### src/rtl/ibex_pext_mc_adder_ctrl.sv
// ---------------------------------------------------------------------------
// ibex_pext_mc_adder_ctrl : two-pass (LO/HI) sequencer for one shared 16-bit
// SIMD adder lane. Optional macro: IBEX_PEXT_MC_PERF_CNT_EN.  Rev 1.0
// ---------------------------------------------------------------------------
`default_nettype none

module ibex_pext_mc_adder_ctrl #(
  parameter bit HoldResult = 1'b1
) (
  input  logic        clk_i,
  input  logic        rst_i,
  input  logic        start_i,
  input  logic        kill_i,
  input  logic        width32_i,
  input  logic        width8_i,
  input  logic [1:0]  alu_sub_i,
  input  logic [31:0] operand_a_i,
  input  logic [31:0] operand_b_i,
  output logic        ready_o,
  output logic [15:0] adder_a_o,
  output logic [15:0] adder_b_o,
  output logic        adder_sub_o,
  output logic [1:0]  adder_cin_o,
  output logic        adder_byte_mode_o,
  input  logic [15:0] adder_result_i,
  input  logic [1:0]  adder_carry_i,
  output logic        valid_o,
  input  logic        result_ack_i,
  output logic [31:0] result_o,
  output logic [3:0]  carry_o
`ifdef IBEX_PEXT_MC_PERF_CNT_EN
  ,
  output logic [31:0] perf_ops_o
`endif
);

  typedef enum logic [1:0] {
    IDLE = 2'd0,
    LO   = 2'd1,
    HI   = 2'd2,
    DONE = 2'd3
  } state_e;

  state_e      state_q, state_d;
  logic [31:0] op_a_q, op_b_q;
  logic        width32_q, byte_q;
  logic [1:0]  sub_q;
  logic [31:0] result_q;
  logic [3:0]  carry_q;

  always_ff @(posedge clk_i) begin
    if (rst_i) state_q <= IDLE;
    else       state_q <= state_d;
  end

  always_comb begin
    state_d           = state_q;
    adder_a_o         = 16'h0000;
    adder_b_o         = 16'h0000;
    adder_sub_o       = 1'b0;
    adder_cin_o       = 2'b00;
    adder_byte_mode_o = 1'b0;
    case (state_q)
      IDLE: if (start_i) state_d = LO;
      LO: begin
        state_d           = kill_i ? IDLE : HI;
        adder_a_o         = op_a_q[15:0];
        adder_b_o         = op_b_q[15:0];
        adder_sub_o       = sub_q[0];
        adder_cin_o       = byte_q ? {2{sub_q[0]}} : {1'b0, sub_q[0]};
        adder_byte_mode_o = byte_q;
      end
      HI: begin
        state_d           = kill_i ? IDLE : DONE;
        adder_a_o         = op_a_q[31:16];
        adder_b_o         = op_b_q[31:16];
        adder_byte_mode_o = byte_q;
        // Word ops chain the LO lane carry-out into the high pass.
        if (width32_q) begin
          adder_sub_o = sub_q[0];
          adder_cin_o = {1'b0, carry_q[1]};
        end else begin
          adder_sub_o = sub_q[1];
          adder_cin_o = byte_q ? {2{sub_q[1]}} : {1'b0, sub_q[1]};
        end
      end
      DONE: if (kill_i || !HoldResult || result_ack_i) state_d = IDLE;
      default: state_d = IDLE;
    endcase
  end

  always_ff @(posedge clk_i) begin
    if (rst_i) begin
      op_a_q    <= 32'h0;
      op_b_q    <= 32'h0;
      width32_q <= 1'b0;
      byte_q    <= 1'b0;
      sub_q     <= 2'b00;
      result_q  <= 32'h0;
      carry_q   <= 4'h0;
    end else begin
      case (state_q)
        IDLE: if (start_i) begin
          op_a_q    <= operand_a_i;
          op_b_q    <= operand_b_i;
          width32_q <= width32_i;
          byte_q    <= width8_i & ~width32_i;
          sub_q     <= alu_sub_i;
          result_q  <= 32'h0;
          carry_q   <= 4'h0;
        end
        LO: if (kill_i) begin
          result_q <= 32'h0;
          carry_q  <= 4'h0;
        end else begin
          result_q[15:0] <= adder_result_i;
          carry_q        <= byte_q ? {2'b00, adder_carry_i}
                                   : {2'b00, adder_carry_i[1], 1'b0};
        end
        HI: if (kill_i) begin
          result_q <= 32'h0;
          carry_q  <= 4'h0;
        end else begin
          result_q[31:16] <= adder_result_i;
          // Word mode drops the intermediate LO carry from the packed result.
          if (width32_q)   carry_q      <= {adder_carry_i[1], 3'b000};
          else if (byte_q) carry_q[3:2] <= adder_carry_i;
          else             carry_q[3:2] <= {adder_carry_i[1], 1'b0};
        end
        DONE: if (kill_i) begin
          result_q <= 32'h0;
          carry_q  <= 4'h0;
        end
        default: ;
      endcase
    end
  end

  assign ready_o  = (state_q == IDLE);
  assign valid_o  = (state_q == DONE);
  assign result_o = result_q;
  assign carry_o  = carry_q;

`ifdef IBEX_PEXT_MC_PERF_CNT_EN
  logic [31:0] perf_q;
  always_ff @(posedge clk_i) begin
    if (rst_i) perf_q <= 32'h0;
    else if (state_q == HI && !kill_i && perf_q != 32'hFFFF_FFFF) perf_q <= perf_q + 32'd1;
  end
  assign perf_ops_o = perf_q;
`endif

endmodule

`default_nettype wire

### config.mk
export PLATFORM = sky130hd
export DESIGN_NAME = ibex_pext_mc_adder_ctrl
export DESIGN_NICKNAME = d
export VERILOG_FILES = /design/src/rtl/ibex_pext_mc_adder_ctrl.sv
export SDC_FILE = /design/constraint.sdc
export NUM_CORES = 1
export LEC_CHECK = 0
export ABC_AREA = 1
export BUFFER_PORTS_ARGS = -buffer_cell sky130_fd_sc_hd__buf_2
export CAP_MARGIN = 25
export CELL_PAD_IN_SITES_DETAIL_PLACEMENT = 1
export CELL_PAD_IN_SITES_GLOBAL_PLACEMENT = 2
export CORE_MARGIN = 1.5
export CORE_UTILIZATION = 28
export DETAILED_ROUTE_END_ITERATION = 8
export GPL_ROUTABILITY_DRIVEN = 0
export PLACE_DENSITY = 0.91
export SYNTH_ARGS = -nofsm -noshare
export SYNTH_HDL_FRONTEND = slang
export SYNTH_SLANG_ARGS = --single-unit
### constraint.sdc
create_clock -name clk_i -period 2.4 [get_ports clk_i]
set_input_delay 0.36 -clock clk_i [delete_from_list [all_inputs] [get_ports clk_i]]
set_output_delay 0.36 -clock clk_i [all_outputs]
set_load 0.01 [all_outputs]
# --- Yosys cells after proc, flatten, opt, wreduce, memory -nomap -nowiden ---
# Cells that the tools add are included.
word_totals:
  inputBits: 91
  mem_bits_rw: 0
  register_bits: 106
  out_inout_bits: 74
  memories: 0
  elab_cells: 58
  romBits: 0
  latch_bits: 0
classes:
  n_mux: 28
  n_addsub: 0
  n_lt_le_gt_ge: 0
  reduce_logical: 9
  shifts: 0
  n_eq_ne: 9
  mul: 0
  div_mod_pow: 0
  bitwise: 2
op_table:
  columns: ["operator", "n"]
  rows:
  - ["case mux 32 bit (4 select lines)", 1]
  - ["2-to-1 mux 32 bit", 2]
  - ["case mux 16 bit (2 select lines)", 2]
  - ["2-to-1 mux 16 bit", 2]
  - ["2-to-1 mux 2 bit", 9]
  - ["case mux 4 bit (4 select lines)", 1]
  - ["2-to-1 mux 4 bit", 3]
  - ["AND reduction 3 bit", 3]
  - ["!= test 2 bit, second input constant", 4]
  - ["case mux 2 bit (4 select lines)", 1]
  - ["AND reduction 2 bit", 3]
  - ["2-to-1 mux 1 bit", 5]
  - ["== test 2 bit, second input constant", 2]
  - ["case mux 2 bit (2 select lines)", 1]
  - ["!= test 3 bit, second input constant", 1]
  - ["== test 2 x 1 -> 1 bit, second input constant", 1]
  - ["zero test 2 bit", 1]
  - ["!= test 2 x 1 -> 1 bit, second input constant", 1]
  - ["case mux 1 bit (2 select lines)", 1]
  - ["OR reduction 2 bit", 1]
  - ["bitwise AND 1 bit", 1]
  - ["logical OR 1 bit", 1]
  - ["NOT 1 bit", 1]

# --- Depth between registers and ports, before layout ---
# Gate-level depths: netlist of run 1.
depth:
  ltp_word: 4
  mapped_depth: 9
  ltp_nobuf: 8

# --- Worst setup path after synthesis of run 1 ---
# No wires, ideal clock.
synth_path:
  kind: "register to output"
  start: "reg state_q[0]"
  end: "out adder_a_o[0]"
  t_required_ns: 2.040
  stages_incl_launch_ff: 6
  arrival_ns: 1.430
  slack_ns: 0.610
  n_path_buf: 2
  cell_sequence: "dfxtp_1 > inv_1 > ha_1 > buf_2 > buf_1 > a32o_1"
synth_via:
  elab_chain_cells: 2
  word_cells_on_any_way: 3
  cone_classes: "eq/ne (2); mux (1)"
synth_lines:
  columns: ["element", "line", "source"]
  rows:
  - ["from (decl)", "44", "state_e state_q, state_d;"]
  - ["from (signal assigned)", "53", "else state_q <= state_d;"]
  - ["== test 2 bit or == test 2 x 1 -> 1 bit (tied branches)", "63", "case (state_q)"]
  - ["case mux 16 bit (2 select lines) *", "63", null]
  - ["to (decl)", "20", "output logic [15:0] adder_a_o,"]
# Every way passes the cells marked *; elsewhere a longest branch is shown, timed or not.

# --- Final worst setup path of run 1 ---
layout_path:
  start: "reg state_q[0]"
  end: "out adder_cin_o[0]"
layout_via:
  elab_chain_cells: 2
  word_cells_on_any_way: 3
  cone_classes: "eq/ne (2); mux (1)"
layout_lines:
  columns: ["element", "line", "source"]
  rows:
  - ["== test 2 bit or == test 2 x 1 -> 1 bit (tied branches)", "63", null]
  - ["case mux 2 bit (2 select lines) *", "63", null]
  - ["to (decl)", "23", "output logic [1:0] adder_cin_o,"]
# Marked as above.

==> results of run 1 <==
-- registers in the layout (all words and copies together) (netlist names) --
signal     count
result_o      32
state_q        2
op_a_q        32
width32_q      1
sub_q          2
carry_o        4
op_b_q        32
byte_q         1
-- logic make-up (layout without fill, tap and decap cells) --
kind of cell	count (synthesis)	count (layout)
and+or+nand+nor	300	300
AOI/OAI and AO/OA	130	130
DFF	106	106
buffers and inverters	82	232
adders and majority gates	6	6
other	0	1
-- layout make-up --
cell class                      instances  share of cell area [%]
Tap cell                              216                    4.54
Clock inverter                          6                    1.43
Timing Repair Buffer                  176                    16.7
Multi-Input combinational cell        436                    35.1
Sequential cell                       106                    35.7
Inverter                               40                    2.52
Clock buffer                           10                    4.02
Antenna cell                            1                  0.0421
-- metal layers --
layer / track usage [%] / wire, microns / part of all wire [%]
met2: 28.9 / 6960 / 47
met4: 5.62 / 187 / 1.3
met1: 20.8 / 6720 / 46
met3: 4.93 / 875 / 5.9
met5: 0 / 0 / 0
-- what timing repair did --
action / 4_1_cts / 5_1_grt
endpoints found under the setup margin: 3 / 31
buffers inserted: 0 / 0
gates resized for setup: 2 / 7
cloned: 0 / 1
-- worst max-delay path by stage --
stage	from	endpoint	slack, ns	cells after the start
finish	state_q[0]	adder_cin_o[0]	0.16	8
global route	state_q[0]	adder_cin_o[0]	0.05	8
CTS	state_q[0]	adder_sub_o	-0.02	8
detailed placement	state_q[0]	result_o[20]	0.31	9
global placement	state_q[1]	result_o[30]	0.39	9
floorplan	state_q[0]	adder_a_o[0]	0.61	5
-- synth_stat cells --
| cell | number | area (sq um) |
|---|---|---|
| sky130_fd_sc_hd__nor2_1 | 185 | 694 |
| sky130_fd_sc_hd__nand3_1 | 7 | 35.0 |
| sky130_fd_sc_hd__buf_4 | 6 | 45.0 |
| sky130_fd_sc_hd__nand4_1 | 1 | 6.26 |
| sky130_fd_sc_hd__nor3_1 | 1 | 5.00 |
| sky130_fd_sc_hd__clkbuf_1 | 20 | 75.1 |
| sky130_fd_sc_hd__o21ai_1 | 3 | 15.0 |
| sky130_fd_sc_hd__buf_1 | 2 | 7.51 |
| sky130_fd_sc_hd__nand2_1 | 99 | 372 |
| sky130_fd_sc_hd__dfxtp_1 | 106 | 2120 |
| sky130_fd_sc_hd__buf_6 | 1 | 11.3 |
| sky130_fd_sc_hd__inv_1 | 39 | 146 |
| sky130_fd_sc_hd__o21ai_0 | 67 | 335 |
| sky130_fd_sc_hd__nor2_2 | 2 | 12.5 |
| sky130_fd_sc_hd__nor2_4 | 1 | 11.3 |
| sky130_fd_sc_hd__a32o_1 | 32 | 320 |
| sky130_fd_sc_hd__buf_2 | 13 | 65.1 |
| sky130_fd_sc_hd__inv_2 | 1 | 3.75 |
| sky130_fd_sc_hd__a211oi_1 | 1 | 7.51 |
| sky130_fd_sc_hd__ha_1 | 6 | 75.1 |
| sky130_fd_sc_hd__nand2_4 | 2 | 22.5 |
| sky130_fd_sc_hd__nand3_2 | 2 | 20.0 |
| sky130_fd_sc_hd__a21oi_1 | 27 | 135 |
-- per-stage QoR --
step           util (%)  setup slack, ns  hold WS [ns]  std cells  setup TNS (ns)
3_3_place_gp       35.0            0.390         0.457        973               0
5_1_grt            37.4           0.0543         0.200        990               0
4_1_cts            37.1          -0.0186         0.208        989         -0.0349
2_1_floorplan         -            0.610         0.429        624               0
6_report           37.4            0.164         0.212        991               0
3_5_place_dp       35.0            0.310         0.465        973               0
-- power by group --
| part | leakage [nW] | switching, mW | internal [mW] |
|---|---|---|---|
| combinational | 1.86 | 0.517 | 0.324 |
| clock | 0.155 | 0.749 | 0.865 |
| sequential | 0.877 | 0.101 | 1.94 |
| total | 2.89 | 1.37 | 3.13 |
==> metrics.md, run 1 <==
| Metric | Value |
|---|---|
| Result of the run | `finished clean` |
| Number of endpoints failing setup at the final stage | `0` |
| Fraction of layout cells with a size suffix above 1 | `26.9%` |
| Total power of the final layout | `approximately 4.5 mW` |
| Floorplan row count | `46` |
| Max capacitance violation total | `0` |
| Relative max-transition margin | `68.6%` |
| Critical path launch point type | `flip-flop` |
| Cell area after layout | `between 0.005 and 0.006 sq mm` |
| Buffers & Inverters on Critical Path | `4` |
| Mux contribution to synthesized area | `0%` |
| Final routed DRC violation total | `0` |
| Vias in the first global route | `approximately 4,300` |
| Bufs on Longest Clock Path | `2` |
| Area of the multi-input gates | `between 0.002 and 0.0025 sq mm` |
| Final setup skew | `approximately 0.011 ns` |
| Clk slew on worst S/H paths | `0.08 ns` |
| Synthesized net count | `a little over 700` |
| Total Wirelength | `14,700 microns` |
| Cell area after placement | `~0.0056 sq mm` |
| Clock latency on the worst-skew pair | `approximately 0.36 ns` |
| Global-route total usage across every layer | `approximately 17%` |
| Worst EP required | `between 2 and 2.5 ns` |
| Count of synthesis-stage warnings from yosys | `0` |
| Slowest stage cell, crit path | `sky130_fd_sc_hd__dfxtp_2` |
| Die Y-Extent | `approximately 130 microns` |
| Maximum vdd ir drop | `~0.33 mV` |
| Worst reg2reg endpoint | `result_o[30]` |
| Via count | `4,549` |
| Achievable frequency | `around 450 MHz` |
| Placeable core region | `about 0.016 sq mm` |
| Fillers | `around 2,100` |
| Cts hold-fix bufs | `0` |
| Transition time of the tightest slew-check pin | `0.470 ns` |
| Pin count of the biggest net entering global routing | `a little over 60` |
| Endpoint of the worst hold path | `state_q[1]` |
| Dominant combinational cell family by area after synthesis | `simple AND/OR/NAND/NOR gates` |
| Number of buffers inserted by port buffering | `164` |
| Simple logic cell fraction of the synthesized area | `25.9%` |
| Startpoint of the worst-slack reg-to-reg timing path | `state_q[0]` |
| Cell count of the worst reg-to-reg path | `9` |
| Sequence of cells on the critical path | `inv_1, ha_4, buf_12, nand2_1, inv_1, nand3_1, nand2_1, buf_2` |
| Arrival time worst endpoint | `between 1.5 and 2 ns` |
| CTS sink count | `between 100 and 150` |
| Startpoint of the worst hold path | `rst_i` |
| Initial antenna violation count | `2` |
| DRT antenna net count | `0` |
| Wire length of the first global-routing pass | `between 20,000 and 25,000 microns` |
| Post-synthesis sequential element count | `~110` |
| Number of CTS-inserted buffers | `9` |
| Summed instance area of the synthesized netlist | `0.00454 sq mm` |
| Setup CP Type | `reg -> out` |
| CTS tree | `built` |
| Number of search-and-repair iterations in the first detailed-routing pass | `6` |
| Routed length per instance | `roughly 15 microns` |
| # H-tree levels | `3` |
| Crit-path max cell delay | `around 0.36 ns` |
| Sequential cell area fraction in the yosys report | `between 40% and 50%` |
| P&R area growth vs syn | `30.9%` |
| Xor and xnor fraction of the mapped netlist area | `0%` |
| Area of the die | `between 0.015 and 0.02 sq mm` |
| Number of failing hold endpoints at the final stage | `0` |
| Distinct cells, synth | `23` |
| Reg-to-reg setup timing slack | `approximately 0.58 ns` |
| Sequential Area | `0.00212 sq mm` |
| Type of element capturing the critical path | `primary output` |
| CP delay by family, top | `buffers and inverters` |
| Most used cells in the layout excluding fill and tap cells | `sky130_fd_sc_hd__nor2_1 (185), sky130_fd_sc_hd__buf_2 (164), sky130_fd_sc_hd__dfxtp_1 (104), sky130_fd_sc_hd__nand2_1 (97), sky130_fd_sc_hd__o21ai_0 (67)` |
| Worst hold path class | `in -> reg` |
| Total congestion overflow | `0` |
| Instance count of the mapped netlist | `about 620` |
| Detail Placement HPWL | `10,100 microns` |
| Final max-slew violation count | `0` |
| Average footprint of a synthesized cell | `about 7.3 sq um` |
| Top-level I/O count | `165` |
| Master cell of the clock root buffer | `sky130_fd_sc_hd__clkbuf_16` |
| Max Fanout on Critical Path | `37` |
| Final period util | `93.2%` |
| Power density relative to cell area | `~760 mW/mm^2` |
| Die width | `about 130 microns` |
| Starting DRC count in detailed routing | `165` |
| Adder-cell share of the synthesized area | `under 10%` |
| Fraction of the mapped netlist area in compound gates | `between 10% and 20%` |
| Most frequent standard cell in the layout excluding fill and tap cells | `sky130_fd_sc_hd__nor2_1` |
| Unrepaired setup endpoints after global routing | `no` |
| Leakage power summed over all cells | `~2.9 nW` |
| Detailed-route vias per instance | `roughly 4.6` |
| Net count, final | `866` |
| Starting utilization of the core area | `about 29%` |
| Cell depth of the worst min-delay path | `2` |
| Post-layout minimum cycle time | `approximately 2.2 ns` |
No activity file was read; power rests on OpenSTA's default activity.
==> inputs of run 2 (changes only) <==
--- a/config.mk
+++ b/config.mk
@@ -10,7 +10,7 @@
 export CAP_MARGIN = 25
 export CELL_PAD_IN_SITES_DETAIL_PLACEMENT = 1
 export CELL_PAD_IN_SITES_GLOBAL_PLACEMENT = 2
-export CORE_MARGIN = 1.5
+export CORE_MARGIN = 2
 export CORE_UTILIZATION = 28
 export DETAILED_ROUTE_END_ITERATION = 8
 export GPL_ROUTABILITY_DRIVEN = 0
==> run 2 against run 1 <==
- routed wire length grew 0.29%
- hold slack gained 0.026 ns
- clock skew down 0.0020 ns
- utilization down 0.65 points
- largest cell class unchanged
- non-clock buffer count is the same
- die area rose by 1.5%
- clock power shrank 13%
- global-route usage down 0.29 points
==> metrics.md, run 2 (synthesis gave the netlist of run 1 again) <==
| Metric | Value |
|---|---|
| Top-level I/O count | `165 (unchanged)` |
| Final worst setup slack | `0.0983 ns (-0.0660 ns)` |
| Post-layout minimum cycle time | `2.30 ns (+0.0660 ns)` |
| Power density relative to cell area | `729 mW/mm^2 (-3.4%)` |
| # H-tree levels | `3 (unchanged)` |
| Placeable core region | `0.0159 sq mm (unchanged)` |
| Wire length of the first global-routing pass | `23,200 microns (+3.9%)` |
| Setup TNS | `0 ns (unchanged)` |
| Unrepaired setup endpoints after global routing | `no` |
| Bufs on Longest Clock Path | `2 (unchanged)` |
| Worst hold path class | `in -> reg` |
| Total Wirelength | `14,800 microns (+0.29%)` |
| Via count | `4,584 (+0.77%)` |
| Leakage power summed over all cells | `2.85 nW (-1.3%)` |
| Starting utilization of the core area | `28.6% (unchanged)` |
| Clock latency on the worst-skew pair | `0.35 ns (about the same)` |
| Critical path launch point type | `flip-flop` |
| Placed cell count | `973 (unchanged)` |
| Part of the total power dissipated in combinational logic | `19.1% (+0.4 points)` |
| Detail Placement HPWL | `10,400 microns (+3.0%)` |
| Internal cell power | `2.96 mW (-5.4%)` |
| Worst EP required | `2.04 ns (about the same)` |
| Floorplan row count | `46 (unchanged)` |
| Result of the run | `finished clean` |
| Final Non-Filler Cells | `991 (unchanged)` |
| Number of CTS-inserted buffers | `9 (unchanged)` |
| Most used cells in the layout excluding fill and tap cells | `sky130_fd_sc_hd__nor2_1 (185), sky130_fd_sc_hd__buf_2 (164), sky130_fd_sc_hd__dfxtp_1 (105), sky130_fd_sc_hd__nand2_1 (98), sky130_fd_sc_hd__o21ai_0 (67)` |
| Die Y-Extent | `131 microns (+0.77%)` |
| Detailed-route vias per instance | `4.63 (+0.77%)` |
| Number of failing hold endpoints at the final stage | `0 (unchanged)` |
| Final max-slew violation count | `0 (unchanged)` |
| Fillers | `2,057 (+0.097%)` |
| Crit-path max cell delay | `0.40 ns (+0.04 ns)` |
| Number of endpoints failing setup at the final stage | `0 (unchanged)` |
| Pin count of the biggest net entering global routing | `57 (-8.1%)` |
| Net count, final | `866 (unchanged)` |
| Achievable frequency | `434 MHz (-2.9%)` |
| Vias in the first global route | `4,408 (+2.1%)` |
| Sequence of cells on the critical path | `inv_1, ha_1, nand2_1, inv_2, clkbuf_16, a32o_1, buf_2` |
| Routed met1 length | `6770 microns (+0.77%)` |
| Final routed DRC violation total | `0 (unchanged)` |
| Wire length on met2 | `6830 microns (-1.8%)` |
| Total congestion overflow | `0 (unchanged)` |
| Cell area after placement | `0.00553 sq mm (-0.67%)` |
| Routed length per instance | `14.9 microns (+0.29%)` |
| Cell area after layout | `0.00584 sq mm (-1.7%)` |
| CTS sink count | `106 (unchanged)` |
| Net switching fraction of the power | `30.6% (+0.19 points)` |
| Sequential share of power | `48.0% (+2.6 points)` |
| Starting DRC count in detailed routing | `194 (+18%)` |
| Max Fanout on Critical Path | `16 (-57%)` |
| Arrival time worst endpoint | `1.94 ns (+0.06 ns)` |
| Sequential Area | `0.00212 sq mm (about the same)` |
| Setup Fix Bufs, Post-CTS | `0 (unchanged)` |
| Final period util | `95.9% (+2.7 points)` |
| P&R area growth vs syn | `28.6%` |
| DP Worst Slack | `0.371 ns (+0.0610 ns)` |
| Clk slew on worst S/H paths | `0.07 ns (about the same)` |
| Most frequent standard cell in the layout excluding fill and tap cells | `sky130_fd_sc_hd__nor2_1` |
| Number of buffers inserted by port buffering | `164 (unchanged)` |
| Utilization after layout | `36.8% (-0.65 points)` |
| Switching power | `1.31 mW (-4.5%)` |
| Initial antenna violation count | `4 (+2)` |
| Max capacitance violation total | `0 (unchanged)` |
| Number of search-and-repair iterations in the first detailed-routing pass | `4 (-2)` |
| Maximum vdd ir drop | `0.331 mV (+0.43%)` |
| Die width | `131 microns (+0.77%)` |
| Area of the multi-input gates | `0.00207 sq mm (-0.72%)` |
| Transition time of the tightest slew-check pin | `0.508 ns (+0.0376 ns)` |
| Detailed-routed wire length on met3 | `969 microns (+11%)` |
| Master cell of the clock root buffer | `sky130_fd_sc_hd__clkbuf_16` |
| Relative max-transition margin | `66.1% (-2.5 points)` |
| Global-route total usage across every layer | `16.8% (-0.29 points)` |
| Clock group share of total power | `32.9% (-3.0 points)` |
| Fraction of layout cells with a size suffix above 1 | `26.2% (-0.65 points)` |
| CTS tree | `built` |
| DRT antenna net count | `0 (unchanged)` |
| Type of element capturing the critical path | `primary output` |
| Slowest stage cell, crit path | `sky130_fd_sc_hd__dfxtp_1` |
| Final setup skew | `0.00876 ns (-0.00199 ns)` |
| Area of the die | `0.0173 sq mm (+1.5%)` |
| Uppermost metal layer occupied by signal nets | `met5` |
| Setup CP Type | `reg -> out` |
run 2: cell count changes in the layout (fill, tap and decap cells not counted), moves of 2 or more:
cell                       change
sky130_fd_sc_hd__buf_12        -3
sky130_fd_sc_hd__buf_4         +2
sky130_fd_sc_hd__clkinv_2      +2
sky130_fd_sc_hd__clkbuf_1      +2
run 2: per-stage QoR:
stage | hold slack [ns] | power (mW)
2_1_floorplan | 0.429 | 2.58
3_3_place_gp | 0.457 | 2.87
3_5_place_dp | 0.466 | 2.89
4_1_cts | 0.221 | 4.31
5_1_grt | 0.239 | 4.52
6_report | 0.238 | 4.26
run 2: final timing paths:
path	depth (start not counted)	from	endpoint	slack [ns]
worst max-delay path	7	state_q[1]	adder_a_o[15]	0.1
worst min-delay path	2	rst_i	byte_q	0.24
worst max register to register	9	state_q[1]	result_o[19]	0.50
worst min register to register	2	result_o[7]	result_o[7]	0.48
run 2: worst max-delay path: cells and delay by family (launching register included):
family	cells	cell delay, ns
buffers and inverters	4	0.51
flip-flops	1	0.40
adder cells (fa/ha/maj)	1	0.33
AO/OA/AOI/OAI	1	0.20
AND/OR/NAND/NOR	1	0.14
run 2: cell type report:
| type | count | share of cell area, % |
|---|---|---|
| flip-flops and latches | 106 | 36.3 |
| well taps | 216 | 4.63 |
| inverters | 40 | 2.57 |
| clock buffers | 11 | 3.98 |
| clock inverters | 5 | 0.642 |
| diodes | 1 | 0.0428 |
| multi-input cells | 436 | 35.4 |
| repair buffers | 176 | 16.4 |
run 2: what timing repair did:
action,in CTS,in global routing
hold buffers,0,0
setup endpoints to repair,27,33
resized for setup,1,5
gates cloned,0,1
run 2: power by group through the flow:
stage,clock network [mW],logic [mW],registers [mW]
detailed placement,0,0.809,2.08
finish,1.40,0.816,2.04
floorplan,0,0.505,2.08
global placement,0,0.787,2.09
CTS,1.46,0.813,2.04
global route,1.51,0.937,2.07
run 2: metal layers:
| layer | vias to the layer above | GRT usage, % |
|---|---|---|
| met5 | - | 0 |
| met4 | 4 | 5.74 |
| met3 | 16 | 4.55 |
| met2 | 128 | 27.0 |
| met1 | 2131 | 21.8 |
| li1 | 2305 | - |
==> inputs of run 3 (changes only) <==
==> constraint.sdc (replaced) <==
create_clock -name clk_i -period 2.4 [get_ports clk_i]
set_input_delay 0.48 -clock clk_i [delete_from_list [all_inputs] [get_ports clk_i]]
set_output_delay 0.48 -clock clk_i [all_outputs]
set_load 0.01 [all_outputs]
==> run 3 against run 2 <==
- global-route usage fell by 0.10 points
- clock-buffer cell count fell by 1
- first-iteration DRC count rose by 13%
- clock skew rose by 0.0035 ns
- sequential cell count did not move
- clock power barely moved
- combinational power rose by 2.8%
- routed wire length fell by 1.0%
- sequential power barely moved
- critical endpoint is now adder_a_o[12]
==> metrics.md, run 3 (synthesis gave the netlist of run 1 again) <==
| Metric | Value |
|---|---|
| CP delay by family, top | `buffers and inverters` |
| CTS sink count | `106 (unchanged)` |
| Worst EP required | `1.92 ns (-0.12 ns)` |
| Number of search-and-repair iterations in the first detailed-routing pass | `4 (unchanged)` |
| Transition time of the tightest slew-check pin | `0.526 ns (+0.0183 ns)` |
| Sequence of cells on the critical path | `inv_1, ha_4, nand2_2, inv_2, clkbuf_16, a32o_1, buf_2` |
| Global-route total usage across every layer | `16.7% (-0.10 points)` |
| Max capacitance violation total | `0 (unchanged)` |
| Initial antenna violation count | `3 (-1)` |
| Global Route met3 Usage | `4.90% (+0.35 points)` |
| Vias in the first global route | `4,488 (+1.8%)` |
| Power density relative to cell area | `724 mW/mm^2 (-0.73%)` |
| Cell area after placement | `0.00556 sq mm (+0.59%)` |
| Final routed DRC violation total | `0 (unchanged)` |
| Post-layout minimum cycle time | `2.32 ns (+0.0183 ns)` |
| Number of buffers inserted by port buffering | `164 (unchanged)` |
| P&R area growth vs syn | `29.9%` |
| Arrival time worst endpoint | `1.84 ns (-0.10 ns)` |
| Setup CP Type | `reg -> out` |
| Placed cell count | `974 (+0.10%)` |
| Most frequent standard cell in the layout excluding fill and tap cells | `sky130_fd_sc_hd__nor2_1` |
| # H-tree levels | `3 (unchanged)` |
| Unrepaired setup endpoints after global routing | `no` |
| Maximum vdd ir drop | `0.350 mV (+6.0%)` |
| Relative max-transition margin | `64.9% (-1.2 points)` |
| Detail Placement HPWL | `10,300 microns (-0.60%)` |
| Cell area after layout | `0.00590 sq mm (+0.99%)` |
| Setup Fix Bufs, Post-CTS | `0 (unchanged)` |
| Number of endpoints failing setup at the final stage | `0 (unchanged)` |
| Bufs on Longest Clock Path | `2 (unchanged)` |
| Clock latency on the worst-skew pair | `0.36 ns (about the same)` |
| Number of failing hold endpoints at the final stage | `0 (unchanged)` |
| Fraction of layout cells with a size suffix above 1 | `26.8% (+0.61 points)` |
| Master cell of the clock root buffer | `sky130_fd_sc_hd__clkbuf_16` |
| Worst hold path class | `in -> reg` |
| Net count, final | `867 (+0.12%)` |
| Setup TNS | `0 ns (unchanged)` |
| Crit-path max cell delay | `0.34 ns (-0.06 ns)` |
| Type of element capturing the critical path | `primary output` |
| Most utilized layer in the global route result | `met2` |
| Leakage power summed over all cells | `2.86 nW (+0.42%)` |
| Total Wirelength | `14,600 microns (-1.0%)` |
| Final max-slew violation count | `0 (unchanged)` |
| Routed length per instance | `14.7 microns (-1.1%)` |
| Top-level I/O count | `165 (unchanged)` |
| Floorplan row count | `46 (unchanged)` |
| Cts hold-fix bufs | `0 (unchanged)` |
| Achievable frequency | `431 MHz (-0.79%)` |
| Total congestion overflow | `0 (unchanged)` |
| Met2 track demand over resource | `27.1% (+0.15 points)` |
| CTS tree | `built` |
| Final Non-Filler Cells | `992 (+0.10%)` |
| Final period util | `96.7% (+0.76 points)` |
| Wire length of the first global-routing pass | `23,100 microns (-0.33%)` |
| Slowest stage cell, crit path | `sky130_fd_sc_hd__dfxtp_2` |
| Buffers & Inverters on Critical Path | `4 (unchanged)` |
| Via count | `4,523 (-1.3%)` |
| Final setup skew | `0.0123 ns (+0.00350 ns)` |
| Area of the die | `0.0173 sq mm (unchanged)` |
| Placeable core region | `0.0159 sq mm (unchanged)` |
| Detailed-route vias per instance | `4.56 (-1.4%)` |
| Critical path launch point type | `flip-flop` |
| Hold_ws | `0.345 ns (+0.106 ns)` |
| Pin count of the biggest net entering global routing | `67 (+18%)` |
| Starting utilization of the core area | `28.6% (unchanged)` |
| Starting DRC count in detailed routing | `220 (+13%)` |
| Number of CTS-inserted buffers | `9 (unchanged)` |
| Met1 track utilization from global routing | `21.0% (-0.79 points)` |
| Result of the run | `finished clean` |
| Max Fanout on Critical Path | `16 (unchanged)` |
| Die Y-Extent | `131 microns (unchanged)` |
| Most used cells in the layout excluding fill and tap cells | `sky130_fd_sc_hd__nor2_1 (185), sky130_fd_sc_hd__buf_2 (164), sky130_fd_sc_hd__dfxtp_1 (104), sky130_fd_sc_hd__nand2_1 (97), sky130_fd_sc_hd__o21ai_0 (67)` |
| Die width | `131 microns (unchanged)` |
| Total power of the final layout | `4.27 mW (+0.25%)` |
| DRT antenna net count | `0 (unchanged)` |
| Clk slew on worst S/H paths | `0.08 ns (about the same)` |
run 3: cell count changes in the layout (fill, tap and decap cells not counted):
cell	delta
sky130_fd_sc_hd__dfxtp_1	-1
sky130_fd_sc_hd__ha_1	-1
sky130_fd_sc_hd__ha_4	+1
sky130_fd_sc_hd__buf_4	-1
sky130_fd_sc_hd__nand2_1	-1
sky130_fd_sc_hd__dfxtp_2	+1
sky130_fd_sc_hd__buf_12	+3
sky130_fd_sc_hd__inv_8	-1
sky130_fd_sc_hd__buf_6	-1
sky130_fd_sc_hd__nand2_2	+1
sky130_fd_sc_hd__clkinvlp_4	+2
sky130_fd_sc_hd__clkbuf_1	-1
run 3: area by class of cell:
cell class              instances  area [sq um]
flip-flops and latches        106          2120
well taps                     216           270
repair buffers                177           998
clock inverters                 6          41.3
multi-input cells             436          2080
diodes                          1          2.50
clock buffers                  10           229
inverters                      40           150
fillers                      2037          9980
run 3: metrics by stage:
stage	setup WS [ns]	utilization (%)
after floorplan	0.490	-
after global routing	0.00418	37.1
after detailed placement	0.225	35.0
final	0.0799	37.1
after CTS	0.0580	36.9
after global placement	0.364	35.0
run 3: worst register-to-register path: stages (launching register included):
cell and delay [ns]:
sky130_fd_sc_hd__dfxtp_2 0.36, sky130_fd_sc_hd__inv_1 0.12, sky130_fd_sc_hd__ha_4 0.32, sky130_fd_sc_hd__buf_12 0.19, sky130_fd_sc_hd__inv_1 0.09, sky130_fd_sc_hd__nor2_4 0.35
sky130_fd_sc_hd__nand2_1 0.12, sky130_fd_sc_hd__nand2_1 0.08, sky130_fd_sc_hd__nand2_1 0.04, sky130_fd_sc_hd__nor2_1 0.07
run 3: worst paths after layout:
path                                   from             to  slack [ns]  cells past startpoint
worst max-delay path             state_q[0]  adder_a_o[12]        0.08                      7
worst min-delay path                  rst_i         byte_q        0.34                      2
worst max register to register   state_q[0]   result_o[19]        0.57                      9
worst min register to register  result_o[7]    result_o[7]        0.48                      2
run 3: repair_timing:
item                       CTS  global route
gates resized for setup      7             4
pin swaps                    0             0
setup endpoints to repair   35            31
cloned                       0             1
run 3: metal layers:
metal | vias up | part of all wire, %
met5 | - | 0.089
met4 | 4 | 2.0
met3 | 24 | 7.4
met2 | 133 | 45
met1 | 2049 | 45
li1 | 2313 | -
run 3: report_power, final:
part           switching [mW]  leakage (nW)  internal, mW  total (mW)
Combinational           0.513          1.86         0.325       0.839
Sequential              0.104         0.877          1.94        2.04
Clock                   0.688         0.125         0.705        1.39
Total                    1.31          2.86          2.97        4.27
